### src/rtl/blackjack_round_ctrl_pkg.sv
// Shared types and constants for the blackjack round sequencer.
// Holds the FSM state enum, the outcome codes and the card-rank decoder.
package blackjack_pkg;

    typedef enum logic [3:0] {
        ST_IDLE,
        ST_DEAL_P1,
        ST_DEAL_D1,
        ST_DEAL_P2,
        ST_PLAYER_WAIT,
        ST_PLAYER_DRAW,
        ST_DEALER_DRAW,
        ST_DEALER_CHK,
        ST_RESOLVE,
        ST_DONE
    } bj_state_e;

    typedef enum logic [1:0] {
        OUT_NONE = 2'd0,
        OUT_WIN  = 2'd1,
        OUT_LOSS = 2'd2,
        OUT_PUSH = 2'd3
    } bj_outcome_e;

    localparam logic [4:0] BJ_LIMIT     = 5'd21;
    localparam logic [4:0] DEALER_STAND = 5'd17;

    // Ranks 9..15 all score 10; the ace enters a hand as 11 and may be lowered later.
    function automatic logic [3:0] card_value(input logic [3:0] idx);
        if (idx == 4'd0)       return 4'd11;
        else if (idx <= 4'd8)  return idx + 4'd1;
        else                   return 4'd10;
    endfunction

endpackage

### src/rtl/blackjack_round_ctrl_if.sv
// Card source handshake: the sequencer requests, the RNG answers with a rank.
interface blackjack_round_ctrl_if;
    logic       card_req;
    logic       card_vld;
    logic [3:0] card_idx;

    modport master (output card_req, input card_vld, input card_idx);
    modport slave  (input card_req, output card_vld, output card_idx);
endinterface

### src/rtl/blackjack_round_ctrl_hand_accum.sv
// One hand's running total with soft-ace tracking.
// total_nxt is the value the hand takes if the current card is added.
module hand_accum
    import blackjack_pkg::*;
(
    input  logic       clk,
    input  logic       rst,
    input  logic       clear,
    input  logic       add_en,
    input  logic [3:0] card_idx,
    output logic [4:0] total,
    output logic [4:0] total_nxt,
    output logic [2:0] soft_aces
);

    logic [5:0] sum;
    logic [2:0] aces;
    logic       unused_carry;

    // A hand never exceeds 31 after lowering, so the carry bit is only scratch.
    always_comb begin
        sum  = {1'b0, total} + {2'b00, card_value(card_idx)};
        aces = soft_aces + {2'b00, (card_idx == 4'd0)};
        if (sum > {1'b0, BJ_LIMIT} && aces != 3'd0) begin
            sum  = sum - 6'd10;
            aces = aces - 3'd1;
        end
    end

    assign total_nxt    = sum[4:0];
    assign unused_carry = sum[5];

    always_ff @(posedge clk) begin
        if (rst || clear) begin
            total     <= '0;
            soft_aces <= '0;
        end else if (add_en) begin
            total     <= sum[4:0];
            soft_aces <= aces;
        end
    end

endmodule

### src/rtl/blackjack_round_ctrl.sv
// Blackjack round sequencer: opening deal, player hit/stay, dealer draw-to-17,
// resolution and saturating win/loss/push tallies.
module blackjack_round_ctrl
    import blackjack_pkg::*;
#(
    parameter int CNT_W = 8
) (
    input  logic                    clk_200Hz,
    input  logic                    btnR,
    input  logic                    start,
    input  logic                    hit,
    input  logic                    stay,
    blackjack_round_ctrl_if.master  card,
    output logic [4:0]              player_total,
    output logic [4:0]              dealer_total,
    output logic [1:0]              outcome,
    output logic                    round_done,
    output logic                    busy,
    output logic [CNT_W-1:0]        wins,
    output logic [CNT_W-1:0]        losses,
    output logic [CNT_W-1:0]        pushes
);

    bj_state_e   state, state_n;
    bj_outcome_e res;
    logic        xfer, clr, p_add, d_add, req_n, dealer_stand;
    logic [4:0]  p_nxt, d_nxt;
    logic [2:0]  p_soft, d_soft;
    logic        unused_soft;

    hand_accum u_player (
        .clk(clk_200Hz), .rst(btnR), .clear(clr), .add_en(p_add), .card_idx(card.card_idx),
        .total(player_total), .total_nxt(p_nxt), .soft_aces(p_soft)
    );

    hand_accum u_dealer (
        .clk(clk_200Hz), .rst(btnR), .clear(clr), .add_en(d_add), .card_idx(card.card_idx),
        .total(dealer_total), .total_nxt(d_nxt), .soft_aces(d_soft)
    );

    assign unused_soft = ^{p_soft, d_soft};
    assign xfer        = card.card_req && card.card_vld;
    assign busy        = !(state == ST_IDLE || state == ST_DONE);

    always_ff @(posedge clk_200Hz) begin
        if (btnR) state <= ST_IDLE;
        else      state <= state_n;
    end

    always_comb begin
        state_n = state;
        clr     = 1'b0;
        p_add   = 1'b0;
        d_add   = 1'b0;
        case (state)
            ST_IDLE, ST_DONE: if (start) begin
                clr     = 1'b1;
                state_n = ST_DEAL_P1;
            end
            ST_DEAL_P1: if (xfer) begin
                p_add   = 1'b1;
                state_n = ST_DEAL_D1;
            end
            ST_DEAL_D1: if (xfer) begin
                d_add   = 1'b1;
                state_n = ST_DEAL_P2;
            end
            ST_DEAL_P2: if (xfer) begin
                p_add   = 1'b1;
                state_n = (p_nxt == BJ_LIMIT) ? ST_DEALER_DRAW : ST_PLAYER_WAIT;
            end
            ST_PLAYER_WAIT: begin
                if (stay)     state_n = ST_DEALER_DRAW;
                else if (hit) state_n = ST_PLAYER_DRAW;
            end
            ST_PLAYER_DRAW: if (xfer) begin
                p_add = 1'b1;
                if (p_nxt > BJ_LIMIT)       state_n = ST_RESOLVE;
                else if (p_nxt == BJ_LIMIT) state_n = ST_DEALER_DRAW;
                else                        state_n = ST_PLAYER_WAIT;
            end
            ST_DEALER_DRAW: if (xfer) begin
                d_add   = 1'b1;
                state_n = ST_DEALER_CHK;
            end
            ST_DEALER_CHK: state_n = dealer_stand ? ST_RESOLVE : ST_DEALER_DRAW;
            ST_RESOLVE:    state_n = ST_DONE;
            default:       state_n = ST_IDLE;
        endcase
    end

    assign req_n = (state_n == ST_DEAL_P1) || (state_n == ST_DEAL_D1) || (state_n == ST_DEAL_P2) ||
                   (state_n == ST_PLAYER_DRAW) || (state_n == ST_DEALER_DRAW);

    always_comb begin
        if (player_total > BJ_LIMIT)          res = OUT_LOSS;
        else if (dealer_total > BJ_LIMIT)     res = OUT_WIN;
        else if (player_total > dealer_total) res = OUT_WIN;
        else if (player_total < dealer_total) res = OUT_LOSS;
        else                                  res = OUT_PUSH;
    end

    // Stand decision is captured with the dealer's card so DEALER_CHK needs no extra compare.
    always_ff @(posedge clk_200Hz) begin
        if (btnR) begin
            card.card_req <= 1'b0;
            round_done    <= 1'b0;
            outcome       <= OUT_NONE;
            dealer_stand  <= 1'b0;
            wins          <= '0;
            losses        <= '0;
            pushes        <= '0;
        end else begin
            card.card_req <= req_n;
            round_done    <= (state == ST_RESOLVE);
            if (clr) dealer_stand <= 1'b0;
            else if (d_add) dealer_stand <= (d_nxt >= DEALER_STAND);
            if (clr) outcome <= OUT_NONE;
            else if (state == ST_RESOLVE) begin
                outcome <= res;
                case (res)
                    OUT_WIN:  if (wins   != {CNT_W{1'b1}}) wins   <= wins   + CNT_W'(1);
                    OUT_LOSS: if (losses != {CNT_W{1'b1}}) losses <= losses + CNT_W'(1);
                    OUT_PUSH: if (pushes != {CNT_W{1'b1}}) pushes <= pushes + CNT_W'(1);
                    default: ;
                endcase
            end
        end
    end

endmodule

### src/flat_wrapper.sv
// flat-port wrapper written by rule: the top's interface ports become plain ports
module blackjack_round_ctrl_flat import blackjack_pkg::*;
#(
    parameter int CNT_W = 8
)
  (clk_200Hz, btnR, start, hit, stay, player_total, dealer_total, outcome, round_done, busy, wins, losses, pushes, card_card_req, card_card_vld, card_card_idx);
  blackjack_round_ctrl_if card_i ();
  input  logic clk_200Hz;
  input  logic btnR;
  input  logic start;
  input  logic hit;
  input  logic stay;
  output logic [4:0] player_total;
  output logic [4:0] dealer_total;
  output logic [1:0] outcome;
  output logic round_done;
  output logic busy;
  output logic [CNT_W-1:0] wins;
  output logic [CNT_W-1:0] losses;
  output logic [CNT_W-1:0] pushes;
  output wire logic [$bits(card_i.card_req)-1:0] card_card_req;
  input wire logic [$bits(card_i.card_vld)-1:0] card_card_vld;
  input wire logic [$bits(card_i.card_idx)-1:0] card_card_idx;
  assign card_card_req = card_i.card_req;
  assign card_i.card_vld = card_card_vld;
  assign card_i.card_idx = card_card_idx;
  blackjack_round_ctrl #(.CNT_W(CNT_W)) u_core (.clk_200Hz(clk_200Hz), .btnR(btnR), .start(start), .hit(hit), .stay(stay), .card(card_i), .player_total(player_total), .dealer_total(dealer_total), .outcome(outcome), .round_done(round_done), .busy(busy), .wins(wins), .losses(losses), .pushes(pushes));
endmodule
### config.mk
export PLATFORM = sky130hd
export DESIGN_NAME = blackjack_round_ctrl_flat
export DESIGN_NICKNAME = d
export VERILOG_FILES = /design/src/rtl/blackjack_round_ctrl_pkg.sv /design/src/rtl/blackjack_round_ctrl_if.sv /design/src/rtl/blackjack_round_ctrl_hand_accum.sv /design/src/rtl/blackjack_round_ctrl.sv /design/src/flat_wrapper.sv
export SDC_FILE = /design/constraint.sdc
export NUM_CORES = 1
export LEC_CHECK = 0
export BUFFER_PORTS_ARGS = -buffer_cell sky130_fd_sc_hd__buf_2
export CAP_MARGIN = 20
export CORE_ASPECT_RATIO = 2
export CORE_MARGIN = 10
export CORE_UTILIZATION = 45
export CTS_CLUSTER_SIZE = 24
export DETAILED_ROUTE_END_ITERATION = 10
export PLACE_DENSITY = 0.68
export SYNTH_ARGS = -nofsm -noshare
export SYNTH_HDL_FRONTEND = slang
export SYNTH_SLANG_ARGS = --single-unit
export TNS_END_PERCENT = 20
### constraint.sdc
create_clock -name clk_200Hz -period 3.8 [get_ports clk_200Hz]
set_input_delay 0.57 -clock clk_200Hz [delete_from_list [all_inputs] [get_ports clk_200Hz]]
set_output_delay 0.57 -clock clk_200Hz [all_outputs]
set_load 0.03 [all_outputs]
==> results.json, run 1 <==
{
  "netlist_area_mm2": 0.00341,
  "avgSynthCellArea_um2": 8.27,
  "synth_enable_flop_cells": 0,
  "timing.critical_path.cells": "buf_2, inv_1, ha_1, nand2b_1, maj3_1, inv_1, ha_1, inv_1, fa_1, nor2b_1, a221oi_4, o311ai_2, a31o_1, a22o_1, o2111a_1, o31ai_4, a21oi_1",
  "worst_setup_hold_path_clk_slew_ns": 0.07,
  "worst_path_max_delay_cell": "fa_1",
  "worst_hold_path.num_cells": 2,
  "report.power.total_mw": 1.37,
  "dpl_worst_slack_ns": -0.0862,
  "yosysWarningCount": 0,
  "cts_buffers": 5,
  "ys_top_cells_by_area": "dfxtp_1 (29%), ha_1 (10%), nor2_1 (5.7%)",
  "power-per-cell-area_mw_per_mm2": 343,
  "fin_util": 0.548,
  "wire_per_inst_um": 16.0,
  "grt_setup_unrepaired": "yes",
  "max_cap_viol_count": 0,
  "drt.antenna.violating_nets": 0,
  "final_setup_violation_count": 0,
  "hold_path.class": "reg2reg",
  "routed-via-count": 3192,
  "layout.filler_cells": 698,
  "num-nets-final": 509,
  "timing_max_transition_violations_final": 0,
  "clock_tree.buffer_depth": 2,
  "power_frac_comb": 0.230,
  "share_of_synthesized_flip_flops_with_an_asynchronous_set_or_reset": 0,
  "place_inst": 554,
  "buffer_ports.inserted": 48,
  "final-seq-area_um2": 981,
  "internal-power_uw": 954,
  "power_share_of_the_sequential_group": 0.405,
  "status": "finished, final reports clean",
  "grt_overflow": 0,
  "placement_rows": 44,
  "vdd_drop_max_mv": 0.384,
  "hold_slack_ns": 0.459,
  "first_global_vias": 3209,
  "design.die.area_mm2": 0.0117,
  "power_switching_share": 0.306,
  "critPathMostFrequentCell": "inv_1",
  "post-route-worst-setup-slack_ns": 0.242,
  "initial_utilization": 0.466,
  "syn-instance-count": 413,
  "critical_path.endpoint_type": "flip-flop",
  "worst-slew-pin-transition_ns": 0.856,
  "post_cts_resized": 0,
  "synth_cell_types": 66,
  "startpoint_type": "input port",
  "layout-area-overhead-vs-synth_pct": 17.4,
  "power_dissipated_by_switching_net_loads_uw": 420,
  "ctsRootBufferMaster": "clkbuf_16",
  "clkSinkCount": 49,
  "cp_data_required_time_ns": 3.96,
  "fin_cells": 561,
  "synth_nets": 453,
  "worst_slew_margin_rel": 0.429,
  "clock-skew-final_ns": 0.00928,
  "criticalPathCategory": "in2reg",
  "cts_hold_repair_buffers": 0,
  "power.static_leakage_nw": 1.68,
  "dr.first_iter.drc_count": 165,
  "clkLatencyLatePin_ns": 0.29,
  "dp.final_hpwl_mm": 6.94,
  "crit_fanout": 5,
  "fmax_mhz": 281,
  "multiInputGateArea_mm2": 0.00228,
  "cts_htree_levels": 2,
  "synth.top_cell.area_share": 0.287,
  "drc_errors": 0,
  "post-synth-top-area-cell": "dfxtp_1",
  "routed_wl_mm": 8.95,
  "post_drt_via_cell_ratio": 5.69,
  "grt_first_pass_wirelength_mm": 15.2,
  "cts_tree": "done",
  "worst_ep_arrival_time_ns": 3.72,
  "cp_slowest_stage_delay_ns": 0.50,
  "die-height_um": 143,
  "layout_worst_path_cycle_share": 0.936,
  "grt_start_max_net_pins": 34,
  "finalWeightedCongestion": 0.938,
  "worst-r2r-cell-count": 11,
  "cts.repair_timing.setup_buffer_count": 0,
  "antennaDiodeCount": 0,
  "dieWidth_um": 81.6,
  "drt_pass1_iterations": 4,
  "pin_count": 49,
  "final_hold_violation_count": 0,
  "grt.total_usage": 0.160,
  "yosysSeqAreaShare": 0.287,
  "number_of_register_bits_inferred_by_synthesis": 49,
  "power_share_of_the_clock_group": 0.366,
  "synth_flop_cell": "dfxtp_1",
  "finalWorstPathRequiredPeriod_ns": 3.56,
  "share_of_layout_cells_above_drive_strength_1": 0.186,
  "floorplan.core_area_mm2": 0.00732,
  "antenna_found_initial": 0
}
-- layout make-up --
class	count	area share
tap	92	0.0287
clock buffer	5	0.0312
timing repair buffer	66	0.0936
clock inverter	2	0.00874
sequential	49	0.245
inverter	27	0.0253
multi-input combinational	320	0.568
-- cells in the final DEF, fill, tap and decap left out, drive strengths merged, types with 3 or more instances in the layout --
cell	Yosys	layout
buf	8	66
nor2	52	52
dfxtp	49	49
ha	28	28
inv	27	27
nand2	25	25
a21oi	25	25
xnor2	18	18
xor2	14	14
o21ai	14	14
nand3	13	13
a211oi	10	10
nor3	9	9
mux2i	8	8
nor2b	7	7
o31ai	7	7
nand2b	6	6
nand4	6	6
nor4	6	6
o21a	5	5
a21o	5	5
or4	5	5
clkbuf	9	5
and3	4	4
a221oi	4	4
and2	4	4
nand3b	3	3
or3	3	3
o211ai	3	3
a22oi	3	3
o22ai	3	3
-- critical path, delay by kind of cell --
family,cells,cell delay [ns]
simple gates,2,0.20
compound gates,7,1.45
fa+ha+maj,4,1.21
buf+inv,4,0.29
-- final timing paths --
kind,from,end,slack (ns)
max reg2reg,u_core.u_dealer.total[1],u_core.wins[7],0.66
max,card_card_idx[0],u_core.card.card_req,0.24
min reg2reg,u_core.u_dealer.soft_aces[1],u_core.u_dealer.soft_aces[1],0.46
min,u_core.u_dealer.soft_aces[1],u_core.u_dealer.soft_aces[1],0.46
-- kinds of logic after synthesis --
group                    count (synthesis)  synth area share
XOR/XNOR                                32            0.0821
multiplexers                            10            0.0300
buffers and inverters                   44            0.0557
AO/OA/AOI/OAI                           96             0.207
flip-flops                              49             0.287
AND/OR/NAND/NOR                        151             0.221
adder cells (fa/ha/maj)                 31             0.117
-- state kept, by name, summed over array words and instances, names as in the netlist --
register and cells:
u_core.pushes 8, u_core.card.card_req 1, u_core.u_player.total 5, u_core.losses 8
u_core.outcome 2, u_core.round_done 1, u_core.state 4, u_core.u_player.soft_aces 3
u_core.u_dealer.soft_aces 3, u_core.dealer_stand 1, u_core.u_dealer.total 5, u_core.wins 8
-- synth_stat cells, types with 4 or more instances --
cell type	n
nor2b_1	6
nor4_1	6
xor2_1	14
nand2_1	25
o31ai_1	6
clkbuf_1	9
nor2_1	52
and3_1	4
a211oi_1	10
inv_1	26
nor3_1	9
xnor2_1	18
dfxtp_1	49
a21o_1	5
mux2i_1	8
nand4_1	6
nand3_1	13
or4_1	5
o21a_1	5
a21oi_1	24
o21ai_0	8
ha_1	28
nand2b_1	6
o21ai_1	6
-- through the flow --
| stage | setup TNS, ns | instance area, um^2 |
|---|---|---|
| after detailed placement | -0.128 | 3820 |
| final | 0 | 4010 |
| after global routing | -0.0107 | 4010 |
| after CTS | 0 | 3980 |
| after global placement | -0.000723 | 3820 |
| after floorplan | 0 | 3410 |
-- power groups by stage --
stage	sequential [mW]	clock [mW]	combinational, mW
CTS	0.555	0.515	0.307
floorplan	0.563	0	0.225
detailed placement	0.567	0	0.304
finish	0.556	0.503	0.315
global placement	0.566	0	0.299
global route	0.559	0.532	0.351
-- per-layer routing --
layer,vias to the layer above,wire length [um],GRT usage
li1,1595,-,-
met1,1508,3360,0.159
met2,68,4940,0.307
met3,21,392,0.0346
met4,0,265,0.0568
met5,-,0,0
No activity file was read; power rests on OpenSTA's default activity.
==> inputs of run 2 (changes only) <==
CORE_MARGIN = not set   (was 10)
clock period = 3.1 ns   (was 3.8 ns; I/O delays follow)
==> run 2 against run 1 <==
Against the previous run: the flow now finishes with violations (negative setup slack); clock power increased by 8.0%; flip-flop and latch count unchanged; via count increased by 4.7%; highest routed layer unchanged.
==> results.json, run 2 (same netlist as run 1, synthesis figures left out) <==
{
  "status": "finished with violations",
  "violated_checks": "negative setup slack",
  "final_hold_violation_count": 0,
  "clkSinkCount": 49,
  "report.power.total_mw": 1.72,
  "share_of_layout_cells_above_drive_strength_1": 0.308,
  "largest_registers": "u_core.losses (8), u_core.pushes (8), u_core.wins (8)",
  "internal-power_mw": 1.18,
  "grt_overflow": 0,
  "finalWeightedCongestion": 0.860,
  "routed_wl_mm": 9.13,
  "grt.total_usage": 0.227,
  "hold_slack_ns": 0.466,
  "worst_hold_path.num_cells": 2,
  "drt_pass1_iterations": 4,
  "holdPathEnd": "u_core.u_dealer.soft_aces[1]",
  "drc_errors": 0,
  "dieWidth_um": 63.6,
  "num-nets-final": 543,
  "post_drt_via_cell_ratio": 5.62,
  "timing_max_transition_violations_final": 0,
  "cts_buffers": 5,
  "criticalPathCategory": "in2reg",
  "power_switching_share": 0.312,
  "worst_setup_hold_path_clk_slew_ns": 0.07,
  "initial_utilization": 0.466,
  "clock-skew-final_ns": 0.00756,
  "fmax_mhz": 308,
  "layout.cells.most_common_list": "nor2_1 (52), dfxtp_1 (49), buf_4 (47)",
  "die-height_um": 125,
  "reg2reg_slack_ns": 0.31,
  "drt.antenna.violating_nets": 0,
  "layout.filler_cells": 672,
  "antenna_found_initial": 0,
  "first_global_vias": 3222,
  "hold_path.class": "reg2reg",
  "ff_to_ff_end": "u_core.card.card_req",
  "grt_setup_unrepaired": "yes",
  "cts_tree": "done",
  "power.static_leakage_nw": 1.88,
  "startpoint_type": "input port",
  "floorplan.core_area_mm2": 0.00732,
  "power-per-cell-area_mw_per_mm2": 381,
  "routed-via-count": 3341,
  "placement_rows": 44,
  "worst_slew_margin_rel": 0.592,
  "final_setup_violation_count": 10,
  "power_dissipated_by_switching_net_loads_uw": 537,
  "power_share_of_the_clock_group": 0.316,
  "timing.rr.start": "u_core.u_player.total[0]",
  "timing.hold.worst.start": "u_core.u_dealer.soft_aces[1]",
  "fin_util": 0.618,
  "critical_path.endpoint_type": "flip-flop",
  "buffer_ports.inserted": 48,
  "worst-slew-pin-transition_ns": 0.611,
  "grt_first_pass_wirelength_mm": 14.4,
  "worst-r2r-cell-count": 11,
  "dr.first_iter.drc_count": 115,
  "worst_ep_arrival_time_ns": 3.40,
  "placement.cell_area_mm2": 0.00410,
  "vdd_drop_max_mv": 0.401,
  "max_cap_viol_count": 0,
  "power_frac_comb": 0.294,
  "layout_worst_path_cycle_share": 1.05,
  "post-route-worst-setup-slack_ns": -0.142,
  "clock_tree.buffer_depth": 2,
  "wire_per_inst_um": 15.3,
  "crit_fanout": 6,
  "cp_data_required_time_ns": 3.26,
  "grt_start_max_net_pins": 34,
  "layout.cells.most_common": "nor2_1",
  "finalWorstPathRequiredPeriod_ns": 3.24,
  "design.die.area_mm2": 0.00796,
  "dpl_worst_slack_ns": -0.643,
  "stdcell_area_mm2": 0.00452,
  "cts_hold_repair_buffers": 0,
  "clkLatencyLatePin_ns": 0.29,
  "cts_htree_levels": 2,
  "pin_count": 49,
  "layout-area-overhead-vs-synth_pct": 32.5,
  "dp.final_hpwl_mm": 6.85,
  "antennaDiodeCount": 0,
  "critical_path.startpoint": "card_card_idx[1]",
  "power_share_of_the_sequential_group": 0.390,
  "ctsRootBufferMaster": "clkbuf_16"
}
[run 2: worst max path at each step]
stage | endpoint | slack (ns) | cells past startpoint
floorplan | u_core.card.card_req | -0.32 | 18
finish | u_core.card.card_req | -0.14 | 17
global route | u_core.card.card_req | -0.25 | 17
CTS | u_core.card.card_req | -0.10 | 17
global placement | u_core.card.card_req | -0.54 | 17
detailed placement | u_core.card.card_req | -0.64 | 17
[run 2: layout make-up]
cell class | count | area, um^2 | share of cell area
flip-flops and latches | 49 | 981 | 0.217
multi-input cells | 320 | 2500 | 0.552
repair buffers | 100 | 671 | 0.148
inverters | 27 | 119 | 0.0263
well taps | 92 | 115 | 0.0254
clock buffers | 7 | 143 | 0.0315
[run 2: power by group through the flow]
stage	Sequential [mW]	Combinational (mW)	Clock [mW]
detailed placement	0.685	0.450	0
global placement	0.685	0.441	0
global route	0.674	0.546	0.580
floorplan	0.690	0.288	0
finish	0.672	0.506	0.543
CTS	0.671	0.469	0.557
[run 2: critical path: stages]
cell and delay, ns:
buf_12 0.11, inv_12 0.04, ha_4 0.14, nand2b_4 0.06, maj3_2 0.30, inv_2 0.08
ha_4 0.13, inv_2 0.04, fa_2 0.62, nor2b_4 0.06, a221oi_4 0.30, o311ai_4 0.19
a31o_1 0.23, a22o_1 0.18, o2111a_1 0.14, o31ai_2 0.21, a21oi_1 0.09
[run 2: metal layers]
layer	GRT usage	share of wire	routed length, um
met4	0.110	0.033	304
met2	0.444	0.56	5100
met1	0.219	0.38	3470
met3	0.0338	0.028	252
met5	0	0	0
[run 2: timing repair]
item                                   4_1_cts  5_1_grt
pin swaps                                    6       26
resized for setup                           15       35
setup endpoints to repair                   18       19
gates cloned                                 0        0
setup buffers                                2        4
endpoints found under the hold margin        0        0
[run 2: per-stage QoR]
| step | std cells | setup TNS [ns] |
|---|---|---|
| 3_3_place_gp | 583 | -6.97 |
| 5_1_grt | 595 | -2.43 |
| 3_5_place_dp | 583 | -8.59 |
| 4_1_cts | 592 | -0.432 |
| 6_report | 595 | -0.749 |
| 2_1_floorplan | 413 | -1.45 |
